$ cat src/rtl/demultiplexer_1_to_2_stream_if.sv
// rtl/demultiplexer_1_to_2_stream_if.sv - valid/ready beat stream with a per-beat destination select
interface demultiplexer_1_to_2_stream_if #(
    parameter int BUS_WIDTH = 32
);
    logic [BUS_WIDTH-1:0] data;
    logic                 select;
    logic                 valid;
    logic                 ready;

    modport master (
        output data,
        output select,
        output valid,
        input  ready
    );

    modport slave (
        input  data,
        input  select,
        input  valid,
        output ready
    );
endinterface

$ cat src/rtl/demultiplexer_1_to_2_stream.sv
// rtl/demultiplexer_1_to_2_stream.sv - routes one stream to two outputs through independent 2-entry FIFOs
module demultiplexer_1_to_2_stream #(
    parameter int BUS_WIDTH = 32
) (
    input  logic                          clk,
    input  logic                          rst,
    demultiplexer_1_to_2_stream_if.slave  in_s,
    demultiplexer_1_to_2_stream_if.master out1,
    demultiplexer_1_to_2_stream_if.master out2
);
    logic [1:0]           count  [2];
    logic                 rd_ptr [2];
    logic                 wr_ptr [2];
    logic [BUS_WIDTH-1:0] mem    [2][2];

    logic       accept;
    logic [1:0] push;
    logic [1:0] pop;

    // Readiness looks only at the registered fill level, so a full FIFO refuses
    // a beat even if it is being popped on the same edge.
    assign in_s.ready = (in_s.select ? count[1] : count[0]) < 2'd2;
    assign accept     = in_s.valid & in_s.ready;
    assign push[0]    = accept & ~in_s.select;
    assign push[1]    = accept &  in_s.select;
    assign pop[0]     = (count[0] != 2'd0) & out1.ready;
    assign pop[1]     = (count[1] != 2'd0) & out2.ready;

    always_ff @(posedge clk or posedge rst) begin
        if (rst) begin
            for (int n = 0; n < 2; n++) begin
                count[n]  <= 2'd0;
                rd_ptr[n] <= 1'b0;
                wr_ptr[n] <= 1'b0;
                mem[n][0] <= '0;
                mem[n][1] <= '0;
            end
        end else begin
            for (int n = 0; n < 2; n++) begin
                if (push[n]) begin
                    mem[n][wr_ptr[n]] <= in_s.data;
                    wr_ptr[n]         <= ~wr_ptr[n];
                end
                if (pop[n]) begin
                    rd_ptr[n] <= ~rd_ptr[n];
                end
                count[n] <= count[n] + {1'b0, push[n]} - {1'b0, pop[n]};
            end
        end
    end

    // The select field on each output just tags which destination it is.
    assign out1.data   = mem[0][rd_ptr[0]];
    assign out1.valid  = (count[0] != 2'd0);
    assign out1.select = 1'b0;

    assign out2.data   = mem[1][rd_ptr[1]];
    assign out2.valid  = (count[1] != 2'd0);
    assign out2.select = 1'b1;
endmodule

$ cat src/flat_wrapper.sv
// flat-port wrapper written by rule: the top's interface ports become plain ports
module demultiplexer_1_to_2_stream_flat 
#(
    parameter int BUS_WIDTH = 32
)
  (clk, rst, in_s_data, in_s_select, in_s_valid, in_s_ready, out1_data, out1_select, out1_valid, out1_ready, out2_data, out2_select, out2_valid, out2_ready);
  demultiplexer_1_to_2_stream_if #(.BUS_WIDTH(BUS_WIDTH)) in_s_i ();
  demultiplexer_1_to_2_stream_if #(.BUS_WIDTH(BUS_WIDTH)) out1_i ();
  demultiplexer_1_to_2_stream_if #(.BUS_WIDTH(BUS_WIDTH)) out2_i ();
  input  logic clk;
  input  logic rst;
  input wire logic [$bits(in_s_i.data)-1:0] in_s_data;
  input wire logic [$bits(in_s_i.select)-1:0] in_s_select;
  input wire logic [$bits(in_s_i.valid)-1:0] in_s_valid;
  output wire logic [$bits(in_s_i.ready)-1:0] in_s_ready;
  output wire logic [$bits(out1_i.data)-1:0] out1_data;
  output wire logic [$bits(out1_i.select)-1:0] out1_select;
  output wire logic [$bits(out1_i.valid)-1:0] out1_valid;
  input wire logic [$bits(out1_i.ready)-1:0] out1_ready;
  output wire logic [$bits(out2_i.data)-1:0] out2_data;
  output wire logic [$bits(out2_i.select)-1:0] out2_select;
  output wire logic [$bits(out2_i.valid)-1:0] out2_valid;
  input wire logic [$bits(out2_i.ready)-1:0] out2_ready;
  assign in_s_i.data = in_s_data;
  assign in_s_i.select = in_s_select;
  assign in_s_i.valid = in_s_valid;
  assign in_s_ready = in_s_i.ready;
  assign out1_data = out1_i.data;
  assign out1_select = out1_i.select;
  assign out1_valid = out1_i.valid;
  assign out1_i.ready = out1_ready;
  assign out2_data = out2_i.data;
  assign out2_select = out2_i.select;
  assign out2_valid = out2_i.valid;
  assign out2_i.ready = out2_ready;
  demultiplexer_1_to_2_stream #(.BUS_WIDTH(BUS_WIDTH)) u_core (.clk(clk), .rst(rst), .in_s(in_s_i), .out1(out1_i), .out2(out2_i));
endmodule
$ cat config.mk
export PLATFORM = sky130hd
export DESIGN_NAME = demultiplexer_1_to_2_stream_flat
export DESIGN_NICKNAME = d
export VERILOG_FILES = /design/src/rtl/demultiplexer_1_to_2_stream_if.sv /design/src/rtl/demultiplexer_1_to_2_stream.sv /design/src/flat_wrapper.sv
export SDC_FILE = /design/constraint.sdc
export NUM_CORES = 1
export LEC_CHECK = 0
export ABC_AREA = 1
export CORE_UTILIZATION = 50
export CTS_BUF_LIST = sky130_fd_sc_hd__clkbuf_4 sky130_fd_sc_hd__clkbuf_8
export CTS_CLUSTER_SIZE = 14
export DETAILED_ROUTE_END_ITERATION = 12
export HOLD_SLACK_MARGIN = 0.08
export PLACE_DENSITY = 0.78
export SLEW_MARGIN = 20
export SYNTH_ARGS = -nofsm -noshare
export SYNTH_HDL_FRONTEND = slang
export SYNTH_SLANG_ARGS = --single-unit
$ cat constraint.sdc
create_clock -name clk -period 8.5 [get_ports clk]
set_clock_uncertainty 0.2 [all_clocks]
set_input_delay 1.7 -clock clk [delete_from_list [all_inputs] [get_ports clk]]
set_output_delay 1.7 -clock clk [all_outputs]
set_load 0.005 [all_outputs]
# [Yosys cells after proc, flatten, opt, wreduce, memory -nomap -nowiden]
# Index checks and enable logic that the tools add are counted.
[word_totals] ff_bits=136 input_bits=38 output_inout_bits=69 word_cells=52
[classes] add_sub_neg=4 order_cmp=7 muxes=13 n_bitwise=14 reduce_logical=4
[ops] operator="$mux 32" count=8
[ops] operator="$bwmux 64" count=2
[ops] operator="$demux 32 s1" count=2
[ops] operator="$ge 2x2->1 const B" count=4
[ops] operator="$not 1->2" count=4
[ops] operator="$and 1x1->1" count=5
[ops] operator="$not 1->1" count=5
[ops] operator="$add 2x1->2" count=2
[ops] operator="$lt 2x1->1 const B" count=2
[ops] operator="$reduce_bool 2->1" count=2
[ops] operator="$sub 2x1->2" count=2
[ops] operator="$logic_and 1x1->1" count=2
[ops] operator="$lt 2x2->1 const B" count=1
[ops] operator="$mux 2" count=1

# [Longest topological paths before layout]
# Gate-level depths: netlist of run 1.
[logic_depth] depth_word=6 ltp_mapped=11 ltp_nobuf=11

# [Least setup slack after synthesis of run 1]
# OpenSTA, ideal clock, no wires.
[synth_path] path_kind="input -> output" from="in in_s_select" to="out in_s_ready" arrival_time_ns=1.907 required_ns=6.600 path_slack_ns=4.693 cell_stages=2 n_path_buf=0 path_cell_list="inv_2 o21ai_0"
[synth_via] elab_chain_len=2
[synth_lines] item="start: declaration" line_no="flat_wrapper.sv:13" text="input wire logic [$bits(in_s_i.select)-1:0] in_s_select;"
[synth_lines] item="$mux 2" line_no="demultiplexer_1_to_2_stream.sv:22" text="assign in_s.ready = (in_s.select ? count[1] : count[0]) < 2'd2;"
[synth_lines] item="$lt 2x2->1" line_no="demultiplexer_1_to_2_stream.sv:22"
[synth_lines] item="end: declaration" line_no="flat_wrapper.sv:15" text="output wire logic [$bits(in_s_i.ready)-1:0] in_s_ready;"
# Every way passes these cells.

# [Final worst setup path of run 1]
# Same ends and word-level chain as after synthesis.

==> metrics.cfg, run 1 <==
[run_status]
outcome = finished, final reports clean

[setup_path]
crit_top_cell = clkdlybuf4s50_1
path_buf_inv = 3
crit_type = primary input to output port
path_cells = clkdlybuf4s50_1 -> inv_2 -> o21ai_0 -> clkdlybuf4s50_1
cp_data_required_time_ns = 6.60
cp-start-kind = primary input
critical_path.max_fanout = 3
worst_ep_arrival_time_ns = 3.06
cpMaxStageDelayCell = clkdlybuf4s50_1
slowest_delay_ns = 0.60
end_kind = output port
path_delay_family = buffers and inverters

[yosys]
yosysSeqAreaShare_pct = 53.2
synth_simple_gate_area_share_pct = 39.4
synth_top_family_by_area = simple AND/OR/NAND/NOR gates
synth.distinct_cells = 21
synth.area.mux_share_pct = 0
synth.avg_cell_area_um2 = 7.69
syn_inst = 832
syn-num-nets = 872
netlist_area_mm2 = 0.00640
yosys.area_share.adder_pct = 0.391
yosys_warnings = 0
synth_compound_area_share_pct = 0.0782
synthXorXnorAreaFrac_pct = 0.548
synth-seq-cells = 136

[grt]
grt_max_degree = 80
grt_pass1_wl_mm = 25.7
grt-ovfl-total = 0
grt_antenna_before_repair = 0
grt_pass1_vias = 5206
track_usage_pct = 25.4

[cts]
cts_hold_buf = 0
insertion_delay_ns = 0.45
clkTransAtPathRegs_ns = 0.07
htreeDepth = 4
post_cts_buffers = 0
ctsResizeCount = 0
cts-buffers-inserted = 17
clock_path_buffers = 2
cts_sinks = 136
root_buffer = clkbuf_8
cts_tree = built

[sta]
hold_slack_ns = 0.273
maxSlewViolCount = 0
fmax_mhz = 202
worstMarginPinSlew_ns = 1.06
maxSlewHeadroom_pct = 28.9
hold_viol = 0
rsz0062_at_grt = false
setup_tns_ns = 0
setup_viol = 0
period_share_pct = 58.3
period_needed_ns = 4.96

[power]
p_per_area_mw_per_mm2 = 388
vdd_drop_max_mv = 0.238
p_leak_nw = 4.17
power_mw = 3.03

[die]
placementRows = 40
io_pins = 107
die_width_um = 115
die_h_um = 115
initial_core_util_pct = 52.2
core-area_mm2 = 0.0123
die_area_mm2 = 0.0133

[final_layout]
drive_gt1_share_pct = 5.45
antenna_cells = 0
nNetsFinal = 946
nFillCells = 1065
final_util_pct = 63.7
syn2layout_area_growth_pct = 22.0

[placed_design]
port_buffers = 104
gp_congestion = 0.733
hpwl_mm = 9.13

[routing]
ant_nets = 0
vias = 5616
wl_mm = 15.7
drt_iter0_markers = 638
drc_errors = 0
drt_pre_antenna_iters = 5
routed_via_density = 5.17
wl_per_cell_um = 14.4

[hold_path]
hold_class = flop to flop

[flow_run]
max-cap-violations = 0

final timing paths:
| check | from | end | slack [ns] | depth (start not counted) |
|---|---|---|---|---|
| max in group asynchronous | rst | u_core.mem[38] | 5.22 | 3 |
| min in group asynchronous | rst | u_core.mem[53] | 1.46 | 2 |
| hold / removal | u_core.mem[66] | u_core.mem[66] | 0.27 | 2 |
| setup reg to reg | u_core.count[3] | u_core.mem[98] | 6.05 | 5 |
| hold reg to reg | u_core.mem[66] | u_core.mem[66] | 0.27 | 2 |
| setup / recovery | in_s_select | in_s_ready | 3.54 | 4 |
final cells by class:
class | instances | area, um^2 | share of cell area, %
flip-flops and latches | 136 | 3400 | 43.6
multi-input cells | 623 | 2610 | 33.4
repair buffers | 111 | 1090 | 13.9
clock buffers | 22 | 284 | 3.64
well taps | 168 | 210 | 2.69
clock inverters | 9 | 148 | 1.89
inverters | 17 | 68.8 | 0.881
state kept, by name, summed over array words and instances (netlist names):
register and cells:
u_core.count 4, u_core.mem 128, u_core.rd_ptr 2, u_core.wr_ptr 2
per-stage QoR:
stage | cell area, um^2 | setup slack [ns] | std cells
2_1_floorplan | 6400 | 2.96 | 832
3_3_place_gp | 7380 | 3.53 | 1055
3_5_place_dp | 7380 | 3.55 | 1055
4_1_cts | 7810 | 3.53 | 1086
5_1_grt | 7810 | 3.46 | 1086
6_report | 7810 | 3.54 | 1086
report_power, final:
part	leakage, nW	internal (mW)	switching [mW]
Sequential	1.69	0.955	0.171
Combinational	2.25	0.627	0.695
Clock	0.223	0.341	0.242
Total	4.17	1.92	1.11
cell usage after synthesis:
| library cell | instances | share of area (%) |
|---|---|---|
| nand4_1 | 64 | 6.3 |
| buf_4 | 11 | 1.3 |
| dfrtp_1 | 136 | 53 |
| nor2_1 | 2 | 0.12 |
| buf_6 | 9 | 1.6 |
| xnor2_1 | 1 | 0.14 |
| clkbuf_1 | 20 | 1.2 |
| inv_2 | 2 | 0.12 |
| nor2_2 | 1 | 0.098 |
| ha_1 | 2 | 0.39 |
| inv_1 | 15 | 0.88 |
| buf_1 | 3 | 0.18 |
| nand3_2 | 2 | 0.31 |
| o21ai_0 | 1 | 0.078 |
| xor2_1 | 3 | 0.41 |
| nor2_4 | 3 | 0.53 |
| nand3_4 | 1 | 0.27 |
| conb_1 | 2 | 0.12 |
| nand2_1 | 536 | 31 |
| nand3_1 | 5 | 0.39 |
| buf_2 | 13 | 1.0 |
worst register-to-register path, stage by stage, from the launching register on:
cell	delay (ns)
dfrtp_1	0.43
nor2_4	0.09
buf_4	0.54
nand3_2	0.77
nand2_1	0.24
nand2_1	0.07
placed cells by master (no fill, tap or decap), types with 3 or more instances in the layout:
master / count
clkdlybuf4s50_1: 103
clkbuf_8: 19
nand2_1: 536
inv_1: 12
nor2_4: 4
xor2_1: 3
nand3_2: 3
clkinv_2: 4
bufinv_16: 4
buf_4: 7
dfrtp_1: 136
nand4_1: 64
nand3_1: 4
clkbuf_4: 3
logic make-up (layout without fill, tap and decap cells):
logic type	count (synthesis)	after routing
xor+xnor	4	4
flops	136	136
buf+inv	73	159
other cells	2	2
compound gates	1	1
fa+ha+maj	2	2
simple gates	614	614
metal layers:
layer / routed length [um] / share of wire (%) / up-vias / track usage [%]
li1: - / - / 2736 / -
met1: 6840 / 44 / 2670 / 34.1
met2: 7630 / 49 / 188 / 41.1
met3: 964 / 6.2 / 22 / 5.01
met4: 211 / 1.3 / 0 / 9.44
met5: 0 / 0 / - / 0
(Power assumes the default switching activity.)
==> inputs of run 2 (changes only) <==
clock period = 4.7 ns   (was 8.5 ns; I/O delays follow)
==> run 2 against run 1 <==
Net effect: combinational power grew 80%; largest power group unchanged; power grew 75%; final area shrank 0.71%; critical endpoint is now out1_data[3]; global-route usage is essentially flat; core utilization shrank 0.45 points; highest routed layer unchanged; via count shrank 1.0%.
==> metrics.cfg, run 2 (same netlist as run 1, synthesis figures left out) <==
[grt]
grt_antenna_before_repair = 0
track_usage_pct = 25.4
grt-ovfl-total = 0
grt_max_degree = 67
grt_pass1_vias = 5137
grt_pass1_wl_mm = 25.7

[routing]
wl_per_cell_um = 14.4
vias = 5559
drt_pre_antenna_iters = 5
routed_via_density = 5.11
wl_mm = 15.7
drc_errors = 0
ant_nets = 0
drt_iter0_markers = 447

[final_layout]
largest_register_ffs = 128
finalNonFillerCells = 1088
syn2layout_area_growth_pct = 21.2
stdcell_area_mm2 = 0.00775
largest_register = u_core.mem
nFillCells = 1082
final_cell_mix = 536 x nand2_1, 136 x dfrtp_1, 103 x clkdlybuf4s50_1, 64 x nand4_1, 18 x clkbuf_8
antenna_cells = 0
largest_registers = u_core.mem: 128 flops, u_core.count: 4 flops
nNetsFinal = 948
final_common_cell = nand2_1
drive_gt1_share_pct = 5.65

[setup_path]
r2r-start = u_core.wr_ptr[1]
end_kind = output port
crit_type = flop to output port
regToRegSetupSlack_ns = 1.83
critical_path.max_fanout = 33
worst_ep_arrival_time_ns = 2.46
cp-start-kind = flop
r2r_end = u_core.mem[99]
cp_data_required_time_ns = 3.56
rr_worst_depth = 5

[sta]
rsz0062_at_grt = false
period_needed_ns = 3.60
hold_viol = 0
maxSlewHeadroom_pct = 27.5
worstMarginPinSlew_ns = 1.08
period_share_pct = 76.5
setup_tns_ns = 0
maxSlewViolCount = 0
hold_slack_ns = 0.273
fmax_mhz = 278
setup_viol = 0

[flow_run]
max-cap-violations = 0

[cts]
clock_path_buffers = 2
cts_hold_buf = 0
htreeDepth = 4
post_cts_buffers = 0
ctsResizeCount = 0
root_buffer = clkbuf_8
cts-buffers-inserted = 17
cts_sinks = 136
clkTransAtPathRegs_ns = 0.07
cts_tree = built
insertion_delay_ns = 0.44

[die]
die_h_um = 115
io_pins = 107
die_area_mm2 = 0.0133
core-area_mm2 = 0.0123
placementRows = 40
die_width_um = 115
initial_core_util_pct = 52.2

[placed_design]
hpwl_mm = 9.50
placed_cells = 1057
gp_congestion = 0.726
port_buffers = 104
place_area_mm2 = 0.00740

[power]
p_per_area_mw_per_mm2 = 683
vdd_drop_max_mv = 0.346
p_leak_nw = 4.14
power_mw = 5.30

[hold_path]
worstHoldPathCells = 2
hold_class = flop to flop
min_to = u_core.mem[97]
min-delay-start = u_core.mem[97]

[run_status]
outcome = finished, final reports clean

## run 2: cell count changes in the layout (fill, tap and decap cells not counted), sizes merged
cell / change
clkinvlp: +2
inv: -1
clkinv: +3
buf: +2
bufinv: -3
clkbuf: -1
## run 2: report_power, final
group          internal (mW)  leakage, nW  switching [mW]
clock network          0.439        0.185           0.433
registers               1.73         1.69           0.325
logic                   1.14         2.26            1.24
total                   3.30         4.14            1.99
## run 2: how the worst max path moves through the flow
stage / slack, ns / cells after the start / from / to
after floorplan: 1.87 / 1 / rst / u_core.count[0]
after global placement: 1.26 / 4 / in_s_select / in_s_ready
after detailed placement: 1.25 / 4 / in_s_select / in_s_ready
after CTS: 1.10 / 4 / u_core.rd_ptr[1] / out1_data[3]
after global routing: 0.90 / 4 / u_core.rd_ptr[1] / out1_data[3]
final: 1.10 / 4 / u_core.rd_ptr[1] / out1_data[3]
## run 2: routing by layer
| metal | global-route usage (%) | wire, um | vias up |
|---|---|---|---|
| met5 | 0 | 0 | - |
| met1 | 35.3 | 7120 | 2615 |
| met4 | 6.67 | 131 | 0 |
| li1 | - | - | 2749 |
| met2 | 41.2 | 7570 | 182 |
| met3 | 4.59 | 841 | 13 |
## run 2: cell type report
class,count,area [um^2],area share (%)
Sequential cell,136,3400,43.9
Multi-Input combinational cell,623,2610,33.6
Timing Repair Buffer,113,1120,14.4
Clock buffer,21,270,3.49
Tap cell,168,210,2.71
Clock inverter,10,80.1,1.03
Inverter,17,67.6,0.872
## run 2: through the flow
step | setup WS (ns) | utilization [%]
global placement | 1.26 | 60.4
finish | 1.10 | 63.2
CTS | 1.10 | 63.2
global route | 0.899 | 63.2
floorplan | 1.87 | -
detailed placement | 1.25 | 60.4
## run 2: worst max-delay path, cell delays in order, from the launching register on
cell and delay, ns:
dfrtp_1 0.35, clkinv_1 0.81, nand2_1 0.28, nand2_1 0.13
clkdlybuf4s50_1 0.46
==> inputs of run 3 (changes only) <==
PLACE_DENSITY = 0.81   (was 0.78)
clock period = 3.15 ns   (was 4.7 ns; I/O delays follow)
==> run 3 against run 2 <==
Net effect: first-iteration DRC count is 17% higher; setup slack worse by 0.90 ns; sequential power up 50%; worst hold slack about the same; global-route usage up 1.3 points; count of clock-buffer cells in the layout rose by 5; register-to-register slack got worse by 0.57 ns; die area unchanged; final area is 2.5% higher.
==> metrics.cfg, run 3 (same netlist as run 1, synthesis figures left out) <==
[grt]
grt-ovfl-total = 0
grt_pass1_vias = 5399
grt_max_degree = 48
grt_pass1_wl_mm = 26.8
grt_antenna_before_repair = 0
track_usage_pct = 26.6

[cts]
ctsResizeCount = 0
cts_tree = built
htreeDepth = 4
insertion_delay_ns = 0.44
root_buffer = clkbuf_8
cts_hold_buf = 0
cts_sinks = 136
clkTransAtPathRegs_ns = 0.07
post_cts_buffers = 0
clock_path_buffers = 2
cts-buffers-inserted = 17

[die]
placementRows = 40
die_area_mm2 = 0.0133
core-area_mm2 = 0.0123
die_width_um = 115
io_pins = 107
initial_core_util_pct = 52.2
die_h_um = 115

[setup_path]
crit_type = flop to output port
critical_path.max_fanout = 23
end_kind = output port
worst_ep_arrival_time_ns = 2.12
cp_data_required_time_ns = 2.32
cp-start-kind = flop

[final_layout]
final_common_cell = nand2_1
final_cell_mix = 536 x nand2_1, 136 x dfrtp_1, 103 x clkdlybuf4s50_1, 64 x nand4_1, 23 x clkbuf_8
largest_registers = u_core.mem: 128 flops, u_core.count: 4 flops
stdcell_area_mm2 = 0.00795
largest_register_ffs = 128
antenna_cells = 0
nNetsFinal = 959
largest_register = u_core.mem
syn2layout_area_growth_pct = 24.3
drive_gt1_share_pct = 6.87

[sta]
rsz0062_at_grt = false
setup_tns_ns = 0
fmax_mhz = 339
hold_viol = 0
period_needed_ns = 2.95
worstMarginPinSlew_ns = 0.689
maxSlewHeadroom_pct = 53.9
period_share_pct = 93.7
setup_viol = 0
maxSlewViolCount = 0

[placed_design]
place_area_mm2 = 0.00755
port_buffers = 104
hpwl_mm = 10.4
gp_congestion = 0.769

[flow_run]
max-cap-violations = 0

[routing]
routed_via_density = 5.18
vias = 5700
drt_iter0_markers = 521
drc_errors = 0
ant_nets = 0
wl_per_cell_um = 14.7
drt_pre_antenna_iters = 5
wl_mm = 16.1

[hold_path]
hold_class = flop to flop

[power]
p_leak_nw = 4.23
vdd_drop_max_mv = 0.507
p_per_area_mw_per_mm2 = 1030

[run_status]
outcome = finished, final reports clean

## run 3: cell count changes in the layout (fill, tap and decap cells not counted)
cell	before	now
clkinv_1	2	0
inv_1	12	14
clkbuf_8	18	23
buf_12	1	6
buf_4	8	14
clkinv_2	7	2
clkinvlp_4	3	4
## run 3: worst max-delay path, cell delays in order, from the launching register on
cell             delay [ns]
dfrtp_1                0.38
inv_1                  0.35
buf_12                 0.24
nand2_1                0.08
nand2_1                0.11
clkdlybuf4s50_1        0.51
## run 3: path summary, 6_finish.rpt
kind | cells past startpoint | from | slack [ns] | to
worst min-delay path | 2 | u_core.mem[87] | 0.27 | u_core.mem[87]
worst min register to register | 2 | u_core.mem[87] | 0.27 | u_core.mem[87]
worst max register to register | 4 | u_core.wr_ptr[1] | 1.26 | u_core.mem[77]
max in group asynchronous | 3 | rst | 1.65 | u_core.mem[110]
worst max-delay path | 5 | u_core.rd_ptr[1] | 0.20 | out1_data[31]
min in group asynchronous | 2 | rst | 0.43 | u_core.mem[22]
## run 3: layer usage
layer	global-route usage (%)	share of wire [%]	up-vias
li1	-	-	2760
met4	10.0	1.6	0
met2	42.0	48	245
met3	4.74	6.3	28
met5	0	0	-
met1	36.9	44	2667
## run 3: area by class of cell
cell class                 count  area, um^2
fill                        1026        4310
sequential                   136        3400
multi-input combinational    623        2610
timing repair buffer         124        1260
clock buffer                  26         339
tap                          168         210
inverter                      17        67.6
clock inverter                 6        62.6
## run 3: through the flow
| step | power, mW | setup slack, ns | hold WS [ns] | utilization, % | cells |
|---|---|---|---|---|---|
| global placement | 6.62 | 0.322 | 0.253 | 61.6 | 1068 |
| detailed placement | 6.74 | 0.283 | 0.258 | 61.6 | 1068 |
| CTS | 8.18 | 0.198 | 0.275 | 64.8 | 1100 |
| finish | 8.15 | 0.198 | 0.273 | 64.8 | 1100 |
| global route | 8.79 | 0.109 | 0.292 | 64.8 | 1100 |
| floorplan | 4.94 | 0.627 | 0.242 | - | 832 |
## run 3: where the power goes
group	total (mW)	switching [mW]	leakage, nW	internal, mW
Combinational	3.65	1.89	2.34	1.76
Clock	1.43	0.651	0.202	0.775
Sequential	3.08	0.499	1.69	2.58
